===== config.mk =====
export PLATFORM = sky130hd
export DESIGN_NAME = serial_fa_ctrl
export DESIGN_NICKNAME = d
export VERILOG_FILES = /design/src/rtl/serial_fa_ctrl.sv
export SDC_FILE = /design/constraint.sdc
export NUM_CORES = 1
export LEC_CHECK = 0
export ABC_AREA = 1
export CORE_MARGIN = 2
export CORE_UTILIZATION = 46
export DETAILED_ROUTE_END_ITERATION = 16
export PLACE_DENSITY = 0.75
export SKIP_LAST_GASP = 1
export SYNTH_ARGS = -nofsm -noshare
export SYNTH_HDL_FRONTEND = slang
export SYNTH_SLANG_ARGS = --single-unit

===== constraint.sdc =====
create_clock -name clk -period 1.2 [get_ports clk]
set_input_delay 0.12 -clock clk [delete_from_list [all_inputs] [get_ports clk]]
set_output_delay 0.12 -clock clk [all_outputs]
set_load 0.02 [all_outputs]

===== src/rtl/serial_fa_ctrl.sv =====
// Bit-serial add/subtract sequencer driving one external combinational full adder.
// Operands are shifted LSB-first into the FA; the carry is registered between bits.
module serial_fa_ctrl #(
  parameter int WIDTH = 8
) (
  input  logic             clk,
  input  logic             rst_n,
  input  logic             start,
  input  logic             op_sub,
  input  logic [WIDTH-1:0] a,
  input  logic [WIDTH-1:0] b,
  input  logic             cin,
  output logic             fa_x,
  output logic             fa_y,
  output logic             fa_cin,
  input  logic             fa_sum,
  input  logic             fa_cout,
  output logic             busy,
  output logic             done,
  output logic [WIDTH-1:0] sum,
  output logic             cout,
  output logic             ovf
);

  localparam int CW = $clog2(WIDTH);
  localparam logic [CW-1:0] LAST = CW'(WIDTH - 1);

  typedef enum logic [1:0] {IDLE, RUN, DONE} state_t;

  state_t           state;
  logic [WIDTH-1:0] a_sh;
  logic [WIDTH-1:0] b_sh;
  logic [WIDTH-1:0] res_sh;
  logic             carry;
  logic [CW-1:0]    count;
  logic             in_run;

  // The FA sees operands only while a bit is actually being processed.
  assign in_run = (state == RUN);
  assign fa_x   = in_run & a_sh[0];
  assign fa_y   = in_run & b_sh[0];
  assign fa_cin = in_run & carry;

  always_ff @(posedge clk or negedge rst_n) begin
    if (!rst_n) begin
      state  <= IDLE;
      busy   <= 1'b0;
      done   <= 1'b0;
      sum    <= '0;
      cout   <= 1'b0;
      ovf    <= 1'b0;
      a_sh   <= '0;
      b_sh   <= '0;
      res_sh <= '0;
      carry  <= 1'b0;
      count  <= '0;
    end else begin
      case (state)
        IDLE, DONE: begin
          done <= 1'b0;
          if (start) begin
            // Subtraction is a + ~b + 1, so the add path is reused unchanged.
            state <= RUN;
            busy  <= 1'b1;
            a_sh  <= a;
            b_sh  <= op_sub ? ~b : b;
            carry <= op_sub ? 1'b1 : cin;
            count <= '0;
          end else begin
            state <= IDLE;
            busy  <= 1'b0;
          end
        end
        RUN: begin
          res_sh <= {fa_sum, res_sh[WIDTH-1:1]};
          a_sh   <= a_sh >> 1;
          b_sh   <= b_sh >> 1;
          carry  <= fa_cout;
          count  <= count + 1'b1;
          if (count == LAST) begin
            // carry still holds the carry into the MSB at this edge.
            state <= DONE;
            busy  <= 1'b0;
            done  <= 1'b1;
            sum   <= {fa_sum, res_sh[WIDTH-1:1]};
            cout  <= fa_cout;
            ovf   <= carry ^ fa_cout;
          end
        end
        default: begin
          state <= IDLE;
          busy  <= 1'b0;
          done  <= 1'b0;
        end
      endcase
    end
  end

endmodule

# Word level (Yosys, flattened, before mapping)
# Cells that the tools add are included.
# word_totals
elab_cells,45
ramBits,0
out_inout_bits,15
inputBits,23
latchBits,0
mem_count,0
regBits,42
romBits,0
# op_classes
bitwise_logic,5
eq_ne,5
reduce_logical,5
mux,18
n_mul,0
shift,0
magnitude_cmp,0
div_mod_pow,0
addsub,1
# op_table
cell,count
$pmux W8 S2,2
$mux W8,3
$not A8 Y8,1
$mux W1,7
$pmux W3 S2,1
$pmux W1 S2,2
$pmux W2 S2,1
$reduce_and A2 Y1,2
$add A3 B1 Y3 const B,1
$and A1 B1 Y1,3
$eq A3 B3 Y1 const B,1
$mux W3,1
$eq A2 B1 Y1 const B,1
$eq A2 B2 Y1 const B,1
$logic_not A2 Y1,1
$mux W2,1
$ne A2 B1 Y1 const B,1
$ne A2 B2 Y1 const B,1
$reduce_bool A2 Y1,1
$reduce_or A2 Y1,1
$xor A1 B1 Y1,1

# Depth between registers and ports, before layout
# logic_depth
word_depth,4
mapped_depth,8
mapped_depth_nobuf,6

# Least setup slack after synthesis
# Ideal clock, no wire load.
# synth_timing
kind,register -> output
from,reg done (netlist name)
to,out fa_cin
arrival_ns,1.249
required_ns,1.080
path_stages_with_launch,6
slack_ns,-0.169
n_path_buf,2
path_cell_list,dfrtp_1 -> inv_2 -> nand2_4 -> buf_6 -> buf_8 -> nor2_1
# synth_rtl
item,line,source
end: declaration,15,"output logic fa_cin,"

==> results.yml <==
synthesis:
  ys_warn_count: 0
  synth-seq-area-share_pct: 51.8
  synthArstFlopShare_pct: 100
  synth_edf_count: 0
  ys_ff_latch: 40
  synthCells: 236
  yosys_most_used_dff: "dfrtp_1"
  ys_types: 21
  syn_area_sq_um: 1930
  postSynthAreaPerCell_sq_um: 8.18
  synth_fp_nets: 261
worst_setup_path:
  crit_path_max_incr_delay_ns: 0.41
  cp-start-kind: "flip-flop"
  required_ns: 1.08
  crit_path_end_kind: "output port"
  cpMostUsedCell: "buf_6"
  cp.buffers_inverters: 3
  cp_cell_sequence: "inv_2 -> nand2_4 -> buf_6 -> nor2_4 -> buf_6"
  critical_path_class: "flip-flop to output port"
  crit_arrival_ns: 1.19
  path_max_fanout: 4
  critPathSlowestCell: "dfrtp_2"
  crit_family: "flip-flops"
floorplan:
  dieHeight_um: 68.8
  initial_core_util_pct: 47.9
  fp-row-count: 23
  die_area_sq_um: 4730
  die_w_um: 68.8
  io_pins: 38
  core_sq_um: 4030
clocking:
  clkSinkCount: 40
  cts-root-buf: "clkbuf_8"
  cts-root-to-sink-buffers: 2
  cts_tree: "done"
  insertion_delay_ns: 0.30
  cts_made_buffers: 5
  clk_pin_slew_worst_paths_ns: 0.08
  htreeDepth: 2
placement:
  port_buffers: 37
  globalplace.congestion: 0.778
  dp_worst_setup_slack_ns: -0.175
  placed_cells: 333
  dp_hpwl_um: 2680
run:
  drv_cap: 0
power_and_ir_drop:
  p_per_area_nw_per_um2: 2560
  power_leakage_uw: 0.00145
  irDropWorstVdd_mv: 0.954
  power_uw: 6990
status:
  violations: "setup timing"
  status: "complete, but fails checks"
layout:
  layout-drive-gt1-share_pct: 24.3
  num-nets-final: 325
  antenna_cells: 0
  area_delta_synth_final_pct: 41.7
  fin_cells: 351
global_route:
  grt_antenna_before_repair: 0
  grt_pass1_vias: 1537
  grt_usage_pct: 19.3
  grt_max_degree: 26
  overflow: 0
  grt_pass1_wl_um: 6740
route:
  vias: 1647
  vias_per_cell: 4.69
  postRouteAntennaNets: 0
  drt_wl_total_um: 3840
  drcViolationCount: 0
  wl_per_cell_um: 10.9
  drt_first_pass_iters: 4
  drt-initial-drc-count: 120
timing:
  rsz0062_at_grt: "yes"
  worst_slew_pin_slew_ns: 0.385
  setup_viol: 32
  final.setup_skew_ns: 0.00562
  min_period_ns: 1.31
  period_share_pct: 109
  max_slew_margin_pct: 74.3
  setup_slack_ns: -0.107
  report.final.slew_viol_count: 0
  hold_violations: 0
  fmax_ghz: 0.765
min_path:
  min_path_type: "input port to async pin"
## registers in the layout (all words and copies together) (netlist names)
register and flops:
a_sh 8, b_sh 8, busy 1, carry 1, count 3, cout 1
done 1, ovf 1, res_sh 7, state 1, sum 8
## per-stage QoR
| stage | setup TNS [ns] | cell area [sq um] | hold WS, ns | utilization (%) |
|---|---|---|---|---|
| 6_report | -1.54 | 2740 | 0.269 | 67.9 |
| 5_1_grt | -3.77 | 2740 | 0.289 | 67.9 |
| 4_1_cts | -2.44 | 2660 | 0.270 | 66.1 |
| 3_5_place_dp | -1.43 | 2490 | 0.0611 | 61.8 |
| 3_3_place_gp | -1.04 | 2490 | 0.0552 | 61.8 |
| 2_1_floorplan | 0 | 1970 | -0.176 | - |
## power by group
part | leakage (uW) | internal [uW] | total [uW] | switching, uW
sequential | 0.000500 | 1970 | 2330 | 363
clock | 0.0000583 | 626 | 1130 | 503
combinational | 0.000888 | 1680 | 3530 | 1860
total | 0.00145 | 4270 | 6990 | 2720
## kinds of logic after synthesis
group | count (synthesis) | share of synthesized area (%)
buffers and inverters | 37 | 10.4
adders and majority gates | 2 | 1.30
xor gates and xnor gates | 1 | 0.454
and+or+nand+nor | 147 | 32.9
AOI/OAI and AO/OA | 9 | 3.11
DFF | 40 | 51.8
## area by class of cell
| class | count | area (sq um) |
|---|---|---|
| clock buffers | 5 | 68.8 |
| clock inverters | 3 | 47.5 |
| fillers | 327 | 1290 |
| inverters | 27 | 106 |
| multi-input cells | 159 | 805 |
| flip-flops and latches | 40 | 1000 |
| well taps | 50 | 62.6 |
| repair buffers | 67 | 643 |
## what timing repair did
| action | in CTS | in global routing |
|---|---|---|
| cloned | 0 | 0 |
| pin swaps | 1 | 6 |
| setup buffers | 5 | 5 |
| hold buffers | 1 | 0 |
| setup endpoints to repair | 36 | 37 |
| hold endpoints to repair | 15 | 0 |
| resized for setup | 35 | 22 |
## worst paths after layout
| kind | cells past startpoint | endpoint | from | slack, ns |
|---|---|---|---|---|
| worst min-delay path | 2 | a_sh[7]$_DFFE_PN0P_ | rst_n | 0.27 |
| max in group asynchronous | 3 | done$_DFFE_PN0P_ | rst_n | 0.47 |
| worst max-delay path | 5 | fa_cin | done$_DFFE_PN0P_ | -0.11 |
| min in group clk | 3 | a_sh[7]$_DFFE_PN0P_ | a[7] | 0.35 |
| worst min register to register | 2 | sum[4]$_DFFE_PN0P_ | sum[4]$_DFFE_PN0P_ | 0.47 |
| worst max register to register | 9 | a_sh[3]$_DFFE_PN0P_ | done$_DFFE_PN0P_ | -0.08 |
## routing by layer
layer | wire [um] | track usage [%]
met3 | 178 | 4.87
met4 | 68 | 7.35
met2 | 1860 | 32.1
met5 | 0 | 0
met1 | 1740 | 24.1
## cells in the final DEF, fill, tap and decap left out, types with 3 or more instances in the layout
| cell | count |
|---|---|
| o21ai_1 | 3 |
| buf_6 | 11 |
| nand3_1 | 37 |
| buf_12 | 3 |
| dfrtp_1 | 39 |
| dlygate4sd2_1 | 11 |
| inv_1 | 22 |
| o21ai_2 | 4 |
| buf_4 | 17 |
| nand2_4 | 4 |
| nand2_1 | 91 |
| nand2_2 | 7 |
| clkdlybuf4s50_1 | 21 |
| nor2_4 | 5 |
| clkbuf_8 | 5 |
| inv_2 | 4 |
## Yosys cell counts, types with 2 or more instances
cell type | n | share of area, %
nand3_1 | 37 | 9.6
o21ai_2 | 4 | 1.8
nand2_4 | 2 | 1.2
nor2_2 | 2 | 0.65
o21ai_0 | 4 | 1.0
buf_4 | 4 | 1.6
dfrtp_1 | 40 | 52
inv_1 | 23 | 4.5
nand2_1 | 99 | 19
nor2_1 | 4 | 0.78
buf_6 | 4 | 2.3
ha_1 | 2 | 1.3
inv_2 | 3 | 0.58
Power figures use the tool's default switching activity.
